[src/rtl/offchip_link_pkg.sv]
// Shared definitions for the off-chip nibble link.
// Contents:
//   LNK_W, BYTE_W              link word and byte widths
//   DEFAULT_DEPTH              default receive word-FIFO depth
//   DEFAULT_CREDIT_GRAN        default words returned per credit pulse
//   lnk_pair_to_byte(a, b)     reassembles an even/odd word pair into a byte.
//                              The transmitter's split logic uses the same
//                              mapping, so both ends agree on it.
package offchip_link_pkg;

  localparam int LNK_W               = 4;
  localparam int BYTE_W              = 8;
  localparam int DEFAULT_DEPTH       = 8;
  localparam int DEFAULT_CREDIT_GRAN = 4;

  // Bit mapping of the two words:
  //   even word a = {b5,b4,b1,b0}
  //   odd word  b = {b7,b6,b3,b2}
  function automatic logic [BYTE_W-1:0] lnk_pair_to_byte(
    input logic [LNK_W-1:0] a,
    input logic [LNK_W-1:0] b
  );
    return {b[3:2], a[3:2], b[1:0], a[1:0]};
  endfunction

endpackage

[src/rtl/offchip_rx_word_fifo.sv]
// Word FIFO for the off-chip link receiver.
// It has one write port and a two-word read port. A pop always removes the
// pair at the head of the FIFO.
// Ports:
//   clk, rst            clock; asynchronous active-low reset
//   push, push_data     write one word. The caller asserts push only when
//                       full is low.
//   pop                 remove the two head words. The caller asserts pop only
//                       when count >= 2.
//   rd_a, rd_b          head word (rptr) and the word after it (rptr+1)
//   count, full         occupancy before the edge
module offchip_rx_word_fifo
  import offchip_link_pkg::*;
#(
  parameter int  DEPTH = DEFAULT_DEPTH,
  localparam int AW    = $clog2(DEPTH),
  localparam int CW    = AW + 1
) (
  input  logic             clk,
  input  logic             rst,
  input  logic             push,
  input  logic [LNK_W-1:0] push_data,
  input  logic             pop,
  output logic [LNK_W-1:0] rd_a,
  output logic [LNK_W-1:0] rd_b,
  output logic [CW-1:0]    count,
  output logic             full
);

  logic [LNK_W-1:0] mem [DEPTH];
  logic [AW-1:0]    wptr;
  logic [AW-1:0]    rptr;
  logic [AW-1:0]    rptr_b;
  logic [CW-1:0]    count_next;

  // DEPTH is a power of 2, so the pointers wrap on natural overflow.
  assign rptr_b = rptr + AW'(1);
  assign rd_a   = mem[rptr];
  assign rd_b   = mem[rptr_b];
  assign full   = (count == CW'(DEPTH));

  always_comb begin
    count_next = count;
    if (push) count_next = count_next + CW'(1);
    if (pop)  count_next = count_next - CW'(2);
  end

  // The storage array is not reset. A word can be read only after its
  // pointer has been covered by a push.
  always_ff @(posedge clk) begin
    if (push) mem[wptr] <= push_data;
  end

  always_ff @(posedge clk or negedge rst) begin
    if (!rst) begin
      wptr  <= '0;
      rptr  <= '0;
      count <= '0;
    end else begin
      if (push) wptr <= wptr + AW'(1);
      if (pop)  rptr <= rptr + AW'(2);
      count <= count_next;
    end
  end

endmodule

[src/rtl/offchip_link_rx.sv]
// Receive end of the off-chip nibble link.
// Link words are written into a word FIFO. Each even/odd pair is rebuilt into
// a byte and held in a registered valid/ready output stage. Every two popped
// pairs worth of words returns credit to the transmitter: one lnk_credit pulse
// means CREDIT_GRAN words are free again.
// Optional feature: define OFFCHIP_RX_PARITY_EN to add the lnk_par input and
// the sticky par_err output. Parity is even over {lnk_data, lnk_par}.
// Ports:
//   clk, rst             clock; asynchronous active-low reset
//   lnk_valid, lnk_data  incoming link word. The link has no backpressure.
//   lnk_credit           one-cycle credit-return pulse
//   data_out, valid_out  reassembled byte
//   ready                consumer accepts the byte when valid_out && ready
//   ovf_err              sticky flag: a word arrived while the FIFO was full
//   lnk_par, par_err     parity bit and sticky parity error (optional)
// Handshake: a byte transfers on any edge where valid_out && ready.
// data_out stays stable while valid_out && !ready.
module offchip_link_rx
  import offchip_link_pkg::*;
#(
  parameter int DEPTH       = DEFAULT_DEPTH,
  parameter int CREDIT_GRAN = DEFAULT_CREDIT_GRAN
) (
  input  logic              clk,
  input  logic              rst,
  input  logic              lnk_valid,
  input  logic [LNK_W-1:0]  lnk_data,
`ifdef OFFCHIP_RX_PARITY_EN
  input  logic              lnk_par,
  output logic              par_err,
`endif
  output logic              lnk_credit,
  output logic [BYTE_W-1:0] data_out,
  output logic              valid_out,
  input  logic              ready,
  output logic              ovf_err
);

  localparam int CW   = $clog2(DEPTH) + 1;
  localparam int ACCW = $clog2(CREDIT_GRAN) + 1;

  logic [LNK_W-1:0] rd_a;
  logic [LNK_W-1:0] rd_b;
  logic [CW-1:0]    count;
  logic             full;
  logic             push;
  logic             pop;
  logic [ACCW-1:0]  acc;
  logic [ACCW-1:0]  acc_sum;
  logic             credit_fire;

  // Push and pop both look at the occupancy before the edge. A word that
  // arrives in the same cycle as a pop cannot be part of that pop, and a word
  // that arrives while the FIFO is full is dropped even if a pop frees space
  // on the same edge.
  assign push = lnk_valid && !full;
  assign pop  = (count >= CW'(2)) && (!valid_out || ready);

  // The accumulator never holds more than CREDIT_GRAN-2 between pops, so
  // acc + 2 still fits in ACCW bits.
  assign acc_sum     = acc + ACCW'(2);
  assign credit_fire = (acc_sum >= ACCW'(CREDIT_GRAN));

  offchip_rx_word_fifo #(.DEPTH(DEPTH)) u_fifo (
    .clk       (clk),
    .rst       (rst),
    .push      (push),
    .push_data (lnk_data),
    .pop       (pop),
    .rd_a      (rd_a),
    .rd_b      (rd_b),
    .count     (count),
    .full      (full)
  );

  always_ff @(posedge clk or negedge rst) begin
    if (!rst) begin
      data_out   <= '0;
      valid_out  <= 1'b0;
      lnk_credit <= 1'b0;
      acc        <= '0;
      ovf_err    <= 1'b0;
    end else begin
      if (pop) begin
        data_out  <= lnk_pair_to_byte(rd_a, rd_b);
        valid_out <= 1'b1;
      end else if (ready) begin
        valid_out <= 1'b0;
      end
      lnk_credit <= pop && credit_fire;
      if (pop) acc <= credit_fire ? (acc_sum - ACCW'(CREDIT_GRAN)) : acc_sum;
      if (lnk_valid && full) ovf_err <= 1'b1;
    end
  end

`ifdef OFFCHIP_RX_PARITY_EN
  // A word with bad parity is still stored. Only accepted words are checked.
  always_ff @(posedge clk or negedge rst) begin
    if (!rst) begin
      par_err <= 1'b0;
    end else if (push && (^{lnk_data, lnk_par})) begin
      par_err <= 1'b1;
    end
  end
`endif

endmodule
[config.mk]
export PLATFORM = sky130hd
export DESIGN_NAME = offchip_link_rx
export DESIGN_NICKNAME = d
export VERILOG_FILES = /design/src/rtl/offchip_link_pkg.sv /design/src/rtl/offchip_rx_word_fifo.sv /design/src/rtl/offchip_link_rx.sv
export SDC_FILE = /design/constraint.sdc
export NUM_CORES = 1
export LEC_CHECK = 0
export CORE_MARGIN = 5
export CORE_UTILIZATION = 30
export DETAILED_ROUTE_END_ITERATION = 6
export PLACE_DENSITY = 0.44
export SLEW_MARGIN = 40
export SYNTH_ARGS = -nofsm -noshare
export SYNTH_HDL_FRONTEND = slang
export SYNTH_HIERARCHICAL = 1
export SYNTH_SLANG_ARGS = --single-unit
[constraint.sdc]
create_clock -name clk -period 2.3 [get_ports clk]
set_input_delay 0.23 -clock clk [delete_from_list [all_inputs] [get_ports clk]]
set_output_delay 0.23 -clock clk [all_outputs]
set_load 0.02 [all_outputs]
; Word-level counts from Yosys, hierarchy flattened
; Memories as Yosys holds them, arrays and structs flattened. A register that Yosys moved wholly into a read port is not among the register bits.
; Cells that the tools add are included.
[word_totals]
regBits = 16
mem_bits_rw = 32
input_bits = 8
out_inout_bits = 11
wordCells = 35
memories = 1
[op_classes]
n_addsub = 7
magnitude_cmp = 2
n_eq_ne = 1
n_mux = 7
reduce_logical = 10
[mem_list]
columns = name, depth, word_bits, read_ports, rd_ports_with_merged_regs, wr, line
row1 = u_fifo.mem, 8, 4, 2, 2, 1, offchip_rx_word_fifo.sv:30  ; logic [LNK_W-1:0] mem [DEPTH];
[op_table]
columns = cell, n
row1 = two-way mux 4 bit, 2
row2 = adder 3 x 1 -> 3 bit (second input constant), 2
row3 = adder 3 x 2 -> 3 bit (second input constant), 2
row4 = adder 4 x 1 -> 4 bit (second input constant), 1
row5 = == test 4 bit (second input constant), 1
row6 = greater-or-equal comparator 4 x 2 -> 1 bit (second input constant), 1
row7 = logical AND 1 bit, 4
row8 = zero test 1 bit, 4
row9 = two-way mux 1 bit, 4
row10 = subtractor 4 x 2 -> 4 bit (second input constant), 1
row11 = greater-or-equal comparator 3 bit (second input constant), 1
row12 = two-way mux 3 bit, 1
row13 = subtractor 3 bit (second input constant), 1
row14 = nonzero test 2 bit, 1
row15 = logical OR 1 bit, 1

; Logic depth before layout (Yosys ltp)
; Gate-level depths: netlist of run 1.
[depth]
ltp_word = 6
mapped_depth = 11
depth_no_buf = 10

; By module
; The synthesis of run 1 kept the hierarchy.
[by_module_without_submodules]
columns = mod, instances, cells_per_inst, area_per_inst_um2, seq_area_each_um2
row1 = offchip_rx_word_fifo, 1, 92, 1669.1, 1186.1
row2 = offchip_link_rx, 1, 34, 545.5, 325.3

; Worst setup path after synthesis of run 1
; Ideal clock, no wire load.
[synth_timing]
path_kind = reg2reg
from = reg u_fifo.count[1]
to = mem u_fifo.mem[0][0], enable pin
setup_ps = 361
arrival_ps = 1452
t_required_ps = 1939
path_slack_ps = 487
stages_incl_launch_ff = 9
synth_period_minus_slack_ps = 1813
cell_sequence = dfrtp_1 inv_1 ha_1 nand2_1 nor2_1 nor2b_1 buf_6 nand2b_1 nor3_1
[synth_between]
elab_chain_cells = 5
[synth_rtl]
columns = element, line
row1 = from (decl), offchip_rx_word_fifo.sv:26  ; output logic [CW-1:0] count,
row2 = from (signal assigned), offchip_rx_word_fifo.sv:62  ; count <= count_next;
row3 = == test 4 bit, offchip_rx_word_fifo.sv:40  ; assign full = (count == CW'(DEPTH));
row4 = named net full, offchip_link_rx.sv:45  ; logic full;
row5 = zero test 1 bit, offchip_link_rx.sv:56  ; assign push = lnk_valid && !full;
row6 = logical AND 1 bit, offchip_link_rx.sv:56
row7 = named net push, offchip_link_rx.sv:46  ; logic push;
row8 = two-way mux 1 bit, offchip_rx_word_fifo.sv:51  ; if (push) mem[wptr] <= push_data;
row9 = two-way mux 1 bit (not written as such), offchip_rx_word_fifo.sv:51
row10 = to (decl), offchip_rx_word_fifo.sv:30
; The timed path passes the listed nets, and every way through them passes these cells.

; Worst setup path after layout of run 1
[layout_timing]
from = reg u_fifo.count[1]
to = reg u_fifo.count[3]
[layout_between]
elab_chain_cells = 6
elab_cells_between_ends = 9
classes_between = add/sub: 2 / order compare: 1 / eq/ne: 1 / mux: 2 / reduce/logical: 3
[layout_rtl]
columns = element, line
row1 = == test 4 bit *, offchip_rx_word_fifo.sv:40
row2 = named net full, offchip_link_rx.sv:45
row3 = zero test 1 bit *, offchip_link_rx.sv:56
row4 = logical AND 1 bit *, offchip_link_rx.sv:56
row5 = named net push, offchip_link_rx.sv:46
row6 = two-way mux 4 bit *, offchip_rx_word_fifo.sv:44  ; if (push) count_next = count_next + CW'(1);
row7 = subtractor 4 x 2 -> 4 bit, offchip_rx_word_fifo.sv:45  ; if (pop) count_next = count_next - CW'(2);
row8 = two-way mux 4 bit *, offchip_rx_word_fifo.sv:45
row9 = named net u_fifo.count_next[3], offchip_rx_word_fifo.sv:34  ; logic [CW-1:0] count_next;
; Mark *: on every way through the listed nets, which the timed path passes. The rest lies on a longest branch.
; A chain may end at the register's enable or synchronous reset.

==> results of run 1 <==
-- repair_timing --
action,in CTS,in global routing
buffers inserted,0,0
resized for setup,0,1
endpoints found under the setup margin,0,10
-- state kept, by name, summed over array words and instances, names as in the netlist --
signal and count:
acc 2, data_out 8, lnk_credit 1, ovf_err 1
u_fifo/count 4, u_fifo/mem 32, u_fifo/rptr 2, u_fifo/wptr 3
valid_out 1
-- cells by family after synthesis --
family,after synthesis,synth area share
DFF,54,0.682
muxes,19,0.148
buffers and inverters,8,0.0243
adders and majority gates,5,0.0282
AOI/OAI and AO/OA,3,0.0107
xor gates and xnor gates,8,0.0384
and+or+nand+nor,29,0.0678
-- power by group through the flow --
stage	Clock [mW]	Sequential [mW]	Combinational, mW
after floorplan	0	1.59	0.808
after global routing	0.684	1.56	1.36
after detailed placement	0	1.54	1.26
after global placement	0	1.53	1.24
final	0.626	1.51	1.24
after CTS	0.646	1.52	1.26
-- routing by layer --
layer | track usage | wire, µm | vias up
met5 | 0 | 0 | -
li1 | - | - | 507
met4 | 0.0320 | 62 | 0
met2 | 0.144 | 1710 | 25
met3 | 0.0281 | 171 | 7
met1 | 0.111 | 1660 | 547
-- placed cells by master (no fill, tap or decap) --
| master | count |
|---|---|
| sky130_fd_sc_hd__nor2_1 | 8 |
| sky130_fd_sc_hd__a21boi_0 | 1 |
| sky130_fd_sc_hd__edfxtp_1 | 32 |
| sky130_fd_sc_hd__mux2i_1 | 2 |
| sky130_fd_sc_hd__nor2_2 | 1 |
| sky130_fd_sc_hd__xor2_1 | 4 |
| sky130_fd_sc_hd__mux4_2 | 8 |
| sky130_fd_sc_hd__and3b_1 | 1 |
| sky130_fd_sc_hd__ha_1 | 5 |
| sky130_fd_sc_hd__bufinv_16 | 1 |
| sky130_fd_sc_hd__mux2_4 | 7 |
| sky130_fd_sc_hd__o31a_1 | 1 |
| sky130_fd_sc_hd__clkdlybuf4s50_1 | 18 |
| sky130_fd_sc_hd__clkbuf_1 | 1 |
| sky130_fd_sc_hd__nand4_1 | 1 |
| sky130_fd_sc_hd__dfrtp_1 | 22 |
| sky130_fd_sc_hd__a21o_1 | 1 |
| sky130_fd_sc_hd__nor2b_2 | 1 |
| sky130_fd_sc_hd__nor3_4 | 1 |
| sky130_fd_sc_hd__buf_4 | 5 |
| sky130_fd_sc_hd__clkinvlp_4 | 1 |
| sky130_fd_sc_hd__clkbuf_8 | 5 |
| sky130_fd_sc_hd__xnor2_1 | 3 |
| sky130_fd_sc_hd__buf_12 | 1 |
| sky130_fd_sc_hd__xor3_1 | 1 |
| sky130_fd_sc_hd__nor3_1 | 3 |
| sky130_fd_sc_hd__nand2b_1 | 4 |
| sky130_fd_sc_hd__inv_1 | 3 |
| sky130_fd_sc_hd__nand2_1 | 8 |
| sky130_fd_sc_hd__nor2b_1 | 1 |
| sky130_fd_sc_hd__mux2_2 | 2 |
-- critical path, delay by kind of cell, from the launching register on --
family	cells	cell delay, ns
xor+xnor	1	0.19
fa+ha+maj	2	0.37
buf+inv	1	0.07
flops	1	0.47
mux	1	0.34
simple gates	4	0.43
-- through the flow --
step | worst slack, ns | util
5_1_grt | 0.161 | 0.367
3_3_place_gp | 0.241 | 0.351
2_1_floorplan | 0.487 | -
4_1_cts | 0.169 | 0.366
6_report | 0.305 | 0.367
3_5_place_dp | 0.181 | 0.351
-- worst min path at each step --
stage | startpoint | to | slack (ns) | depth (start not counted)
after floorplan | rst | acc[1]$_DFFE_PN0P_ | -0.07 | 0
after global placement | ovf_err$_DFFE_PN0P_ | ovf_err$_DFFE_PN0P_ | 0.46 | 1
after detailed placement | ovf_err$_DFFE_PN0P_ | ovf_err$_DFFE_PN0P_ | 0.44 | 1
after CTS | rst | data_out[4]$_DFFE_PN0P_ | 0.30 | 2
after global routing | rst | data_out[4]$_DFFE_PN0P_ | 0.32 | 2
final | rst | data_out[4]$_DFFE_PN0P_ | 0.29 | 2
-- final cells by class --
cell class	instances	area, µm²
Inverter	3	11.3
Clock inverter	2	37.5
Timing Repair Buffer	24	238
Fill cell	698	4570
Sequential cell	54	1510
Clock buffer	6	72.6
Tap cell	99	124
Multi-Input combinational cell	64	652
==> metrics.yaml, run 1 <==
vias_per_cell: 4.31
synth-seq-area-share: 0.682
detailedRoute.firstIterationViolations: 16
setup.worst_path.start_class: "register"
globalplace.congestion: 0.690
path_max_fanout: 7
power_mw: 3.37
worstRegToRegCells: 9
grt_antenna_before_repair: 0
timing.fmax_ghz: 0.501
fin_skew_ns: 0.00458
finalNetCount: 165
clkPwrFrac: 0.185
netlist.top_cell.by_area: "sky130_fd_sc_hd__edfxtp_1"
io_buffer_count: 18
place_inst: 244
reg2reg_from: "u_fifo/count[1]$_DFF_PN0_"
power_leakage_nw: 0.994
crit_path_max_incr_delay_ns: 0.47
synth_top_cells_by_area: "sky130_fd_sc_hd__edfxtp_1, sky130_fd_sc_hd__dfrtp_1, sky130_fd_sc_hd__mux4_2, sky130_fd_sc_hd__mux2_4, sky130_fd_sc_hd__ha_1"
h-tree-depth: 2
initial_utilization: 0.307
fin_tns_setup_ns: 0
dominantRegCellSynth: "sky130_fd_sc_hd__edfxtp_1"
numClockSinks: 54
clkTransAtPathRegs_ns: 0.09
power.density_nw_per_um2: 1270
dieHeight_um: 95.9
cp-startpoint: "u_fifo/count[1]$_DFF_PN0_"
min_period_over_period: 0.868
post_layout_nonfiller_instances: 252
synth_area_per_cell_um2: 17.6
synth-async-reset-ratio: 0.407
hold_path.class: "in -> async"
cts_max_path_buffers: 2
worst_setup_path_endpoint: "u_fifo/count[3]$_DFF_PN0_"
area_delta_synth_final_pct: 19.5
total_switching_power_mw: 1.04
slew_headroom: 0.696
synth-seq-cells: 54
floorplan.io_pins: 19
synth-edff-count: 32
hold_slack_ns: 0.290
post_route_cells_drive_above_1_share: 0.216
n_antenna_cell: 0
grt_pass1_wl_mm: 6.01
placedInstanceArea_um2: 2530
rows: 31
post_synth_most_frequent_cells: "sky130_fd_sc_hd__edfxtp_1, sky130_fd_sc_hd__dfrtp_1, sky130_fd_sc_hd__mux4_2, sky130_fd_sc_hd__nand2_1, sky130_fd_sc_hd__nor2_1"
core_um2: 7210
dr_total_vias: 1086
grt.total_usage: 0.0886
setup_viol_count_final: 0
slew_violations: 0
grt.overflow.total: 0
crit_path_end_kind: "register"
seqPwrFrac: 0.448
floorplan.die.width_um: 95.9
drtPass1Iterations: 4
finalWorstPathRequiredPeriod_ns: 2.00
detailedPlacementHpwl_mm: 2.58
synth_most_common_cell: "sky130_fd_sc_hd__edfxtp_1"
grt_start_max_net_pins: 23
worst_skew_pair.late_latency_ns: 0.30
critical_path_class: "reg -> reg"
cpMaxStageDelayCell: "sky130_fd_sc_hd__dfrtp_1"
final_design_area_no_fill_um2: 2650
critical_path_required_ns: 2.48
max_slew.worst_pin.slew_ns: 0.454
yosys.area.top_type_share: 0.434
setup_repair_after_global_routing_missed_its_margin: "no"
cp_data_arrival_time_ns: 2.18
vdd.ir_drop.worst_mv: 0.372
ant_nets: 0
synthesis.instances: 126
route.detailed.drc: 0
synthesis.area_um2: 2210
cts-buffers-inserted: 5
tritoncts_clock_tree: "built"
ctsRootBufferMaster: "sky130_fd_sc_hd__clkbuf_8"
power.share.switching: 0.307
r2r_end: "u_fifo/count[3]$_DFF_PN0_"
hold_buffers: 0
wl_mm: 3.60
status: "completed"
ys.warnings.count: 6
vias_in_the_first_global_route: 1127
finalHoldViolCount: 0
distinct_cells_synth: 26
route.detailed.wl_per_inst_um: 14.3
synthesis.nets: 139
cell_internal_pwr_mw: 2.34
part_of_the_total_power_dissipated_in_combinational_logic: 0.367
crit_chain: "inv_1, ha_1, nand2_1, nor2_1, nor2b_2, mux2i_1, ha_1, nand2_1, xor3_1"
max-cap-violations: 0
die_ar_um2: 9200
reg2reg_setup_slack_ns: 0.30
No activity file was read; power rests on OpenSTA's default activity.
==> run 2, diff against run 1 <==
--- a/config.mk
+++ b/config.mk
@@ -8,6 +8,7 @@
 export CORE_MARGIN = 5
 export CORE_UTILIZATION = 30
 export DETAILED_ROUTE_END_ITERATION = 6
+export MAX_ROUTING_LAYER = met4
 export PLACE_DENSITY = 0.44
 export SLEW_MARGIN = 40
 export SYNTH_ARGS = -nofsm -noshare
==> run 2 against run 1 <==
First-iteration DRC count increased by 81%. Fmax up 0.51%. Clock power about the same. Critical path type unchanged. Highest routed layer unchanged.
==> metrics.yaml, run 2 (synthesized netlist as in run 1, its figures left out) <==
status: "completed"
cts_repair_resize_count: 0
critical_path_required_ns: 2.48
dp_slack_ns: 0.181
path_max_fanout: 7
finalHoldViolCount: 0
clkTransAtPathRegs_ns: 0.09
regMostFlops: "u_fifo/mem"
layout_commonest_cell: "sky130_fd_sc_hd__edfxtp_1"
place_inst: 244
biggestRegsByFlops: "u_fifo/mem (32), data_out (8), u_fifo/count (4)"
globalplace.congestion: 0.697
max-cap-violations: 0
flip_flop_count_of_the_largest_register_after_layout: 32
grt.total_usage: 0.0911
ant_nets: 0
grt_start_max_net_pins: 23
h-tree-depth: 2
reg2reg_from: "u_fifo/count[1]$_DFF_PN0_"
routed-wl-met3_um: 171
layout_setup_ws_ns: 0.315
post_route_cells_drive_above_1_share: 0.216
fin_skew_ns: 0.00422
max_slew.worst_pin.slew_ns: 0.431
most-common-layout-cells: "sky130_fd_sc_hd__edfxtp_1, sky130_fd_sc_hd__dfrtp_1, sky130_fd_sc_hd__clkdlybuf4s50_1"
grt_pass1_wl_mm: 6.01
top_routing_layer_in_use: "met4"
core_um2: 7210
route.detailed.wl_per_inst_um: 14.2
fin_tns_setup_ns: 0
numClockSinks: 54
cts_post_setup_buffers_inserted: 0
post_layout_nonfiller_instances: 252
grt.overflow.total: 0
area_of_the_multi_input_gates_um2: 652
drtPass1Iterations: 6
slew_headroom: 0.713
detailedPlacementHpwl_mm: 2.58
hold_path.class: "in -> async"
power_leakage_nw: 0.994
power.density_nw_per_um2: 1270
vdd.ir_drop.worst_mv: 0.371
critical_path_class: "reg -> reg"
dieHeight_um: 95.9
post-route-util: 0.367
min_period_over_period: 0.863
floorplan.io_pins: 19
vias_per_cell: 4.27
rows: 31
n_antenna_cell: 0
vias_in_the_first_global_route: 1124
grt_antenna_before_repair: 0
hold_slack_ns: 0.290
initial_utilization: 0.307
seq_area_um2: 1510
finalWorstPathRequiredPeriod_ns: 1.99
setup_repair_after_global_routing_missed_its_margin: "no"
slew_violations: 0
ctsRootBufferMaster: "sky130_fd_sc_hd__clkbuf_8"
cp_data_arrival_time_ns: 2.17
setup.worst_path.start_class: "register"
worstRegToRegCells: 9
detailedRoute.firstIterationViolations: 29
die_ar_um2: 9200
reg2reg_setup_slack_ns: 0.31
tritoncts_clock_tree: "built"
hold_buffers: 0
timing.fmax_ghz: 0.504
num-fill-cells: 698
r2r_end: "u_fifo/count[3]$_DFF_PN0_"
power_mw: 3.37
cts-buffers-inserted: 5
dr_total_vias: 1076
route.detailed.drc: 0
wirelength_met1_mm: 1.66
io_buffer_count: 18
setup_viol_count_final: 0
cts_max_path_buffers: 2
wl_mm: 3.58
floorplan.die.width_um: 95.9
area_delta_synth_final_pct: 19.5
placedInstanceArea_um2: 2530
final_design_area_no_fill_um2: 2650
routed-wl-met2_mm: 1.70
worst_skew_pair.late_latency_ns: 0.30
finalNetCount: 165
crit_path_end_kind: "register"
run 2: cell counts in the layout (fill, tap and decap cells not counted):
No cell type changed its count.
run 2: worst max path at each step:
stage | from | end | cells past startpoint
after global placement | u_fifo/count[1]$_DFF_PN0_ | u_fifo/mem[2][0]$_DFFE_PP_ | 7
after detailed placement | u_fifo/count[1]$_DFF_PN0_ | u_fifo/count[3]$_DFF_PN0_ | 9
final | u_fifo/count[1]$_DFF_PN0_ | u_fifo/count[3]$_DFF_PN0_ | 9
after CTS | u_fifo/count[1]$_DFF_PN0_ | u_fifo/mem[1][1]$_DFFE_PP_ | 7
after global routing | u_fifo/count[1]$_DFF_PN0_ | u_fifo/mem[1][1]$_DFFE_PP_ | 7
after floorplan | u_fifo/count[1]$_DFF_PN0_ | u_fifo/mem[0][0]$_DFFE_PP_ | 8
run 2: area by class of cell:
cell class                      count  share of cell area
Multi-Input combinational cell     64               0.246
Clock buffer                        6              0.0274
Sequential cell                    54               0.571
Clock inverter                      2              0.0142
Inverter                            3             0.00426
Tap cell                           99              0.0468
Timing Repair Buffer               24              0.0898
run 2: metal layers:
metal | up-vias | global-route usage
li1 | 507 | -
met3 | 5 | 0.0274
met2 | 22 | 0.144
met5 | - | -
met1 | 542 | 0.111
met4 | 0 | 0.0320
run 2: critical path, stage by stage (launching register included):
cell                      delay (ns)
sky130_fd_sc_hd__dfrtp_1        0.46
sky130_fd_sc_hd__inv_1          0.07
sky130_fd_sc_hd__ha_1           0.17
sky130_fd_sc_hd__nand2_1        0.06
sky130_fd_sc_hd__nor2_1         0.06
sky130_fd_sc_hd__nor2b_2        0.25
sky130_fd_sc_hd__mux2i_1        0.34
sky130_fd_sc_hd__ha_1           0.20
sky130_fd_sc_hd__nand2_1        0.06
sky130_fd_sc_hd__xor3_1         0.19
run 2: report_power, final:
group	total (mW)	switching (mW)	internal, mW
combinational	1.24	0.535	0.701
clock	0.626	0.301	0.325
sequential	1.51	0.199	1.31
total	3.37	1.03	2.34
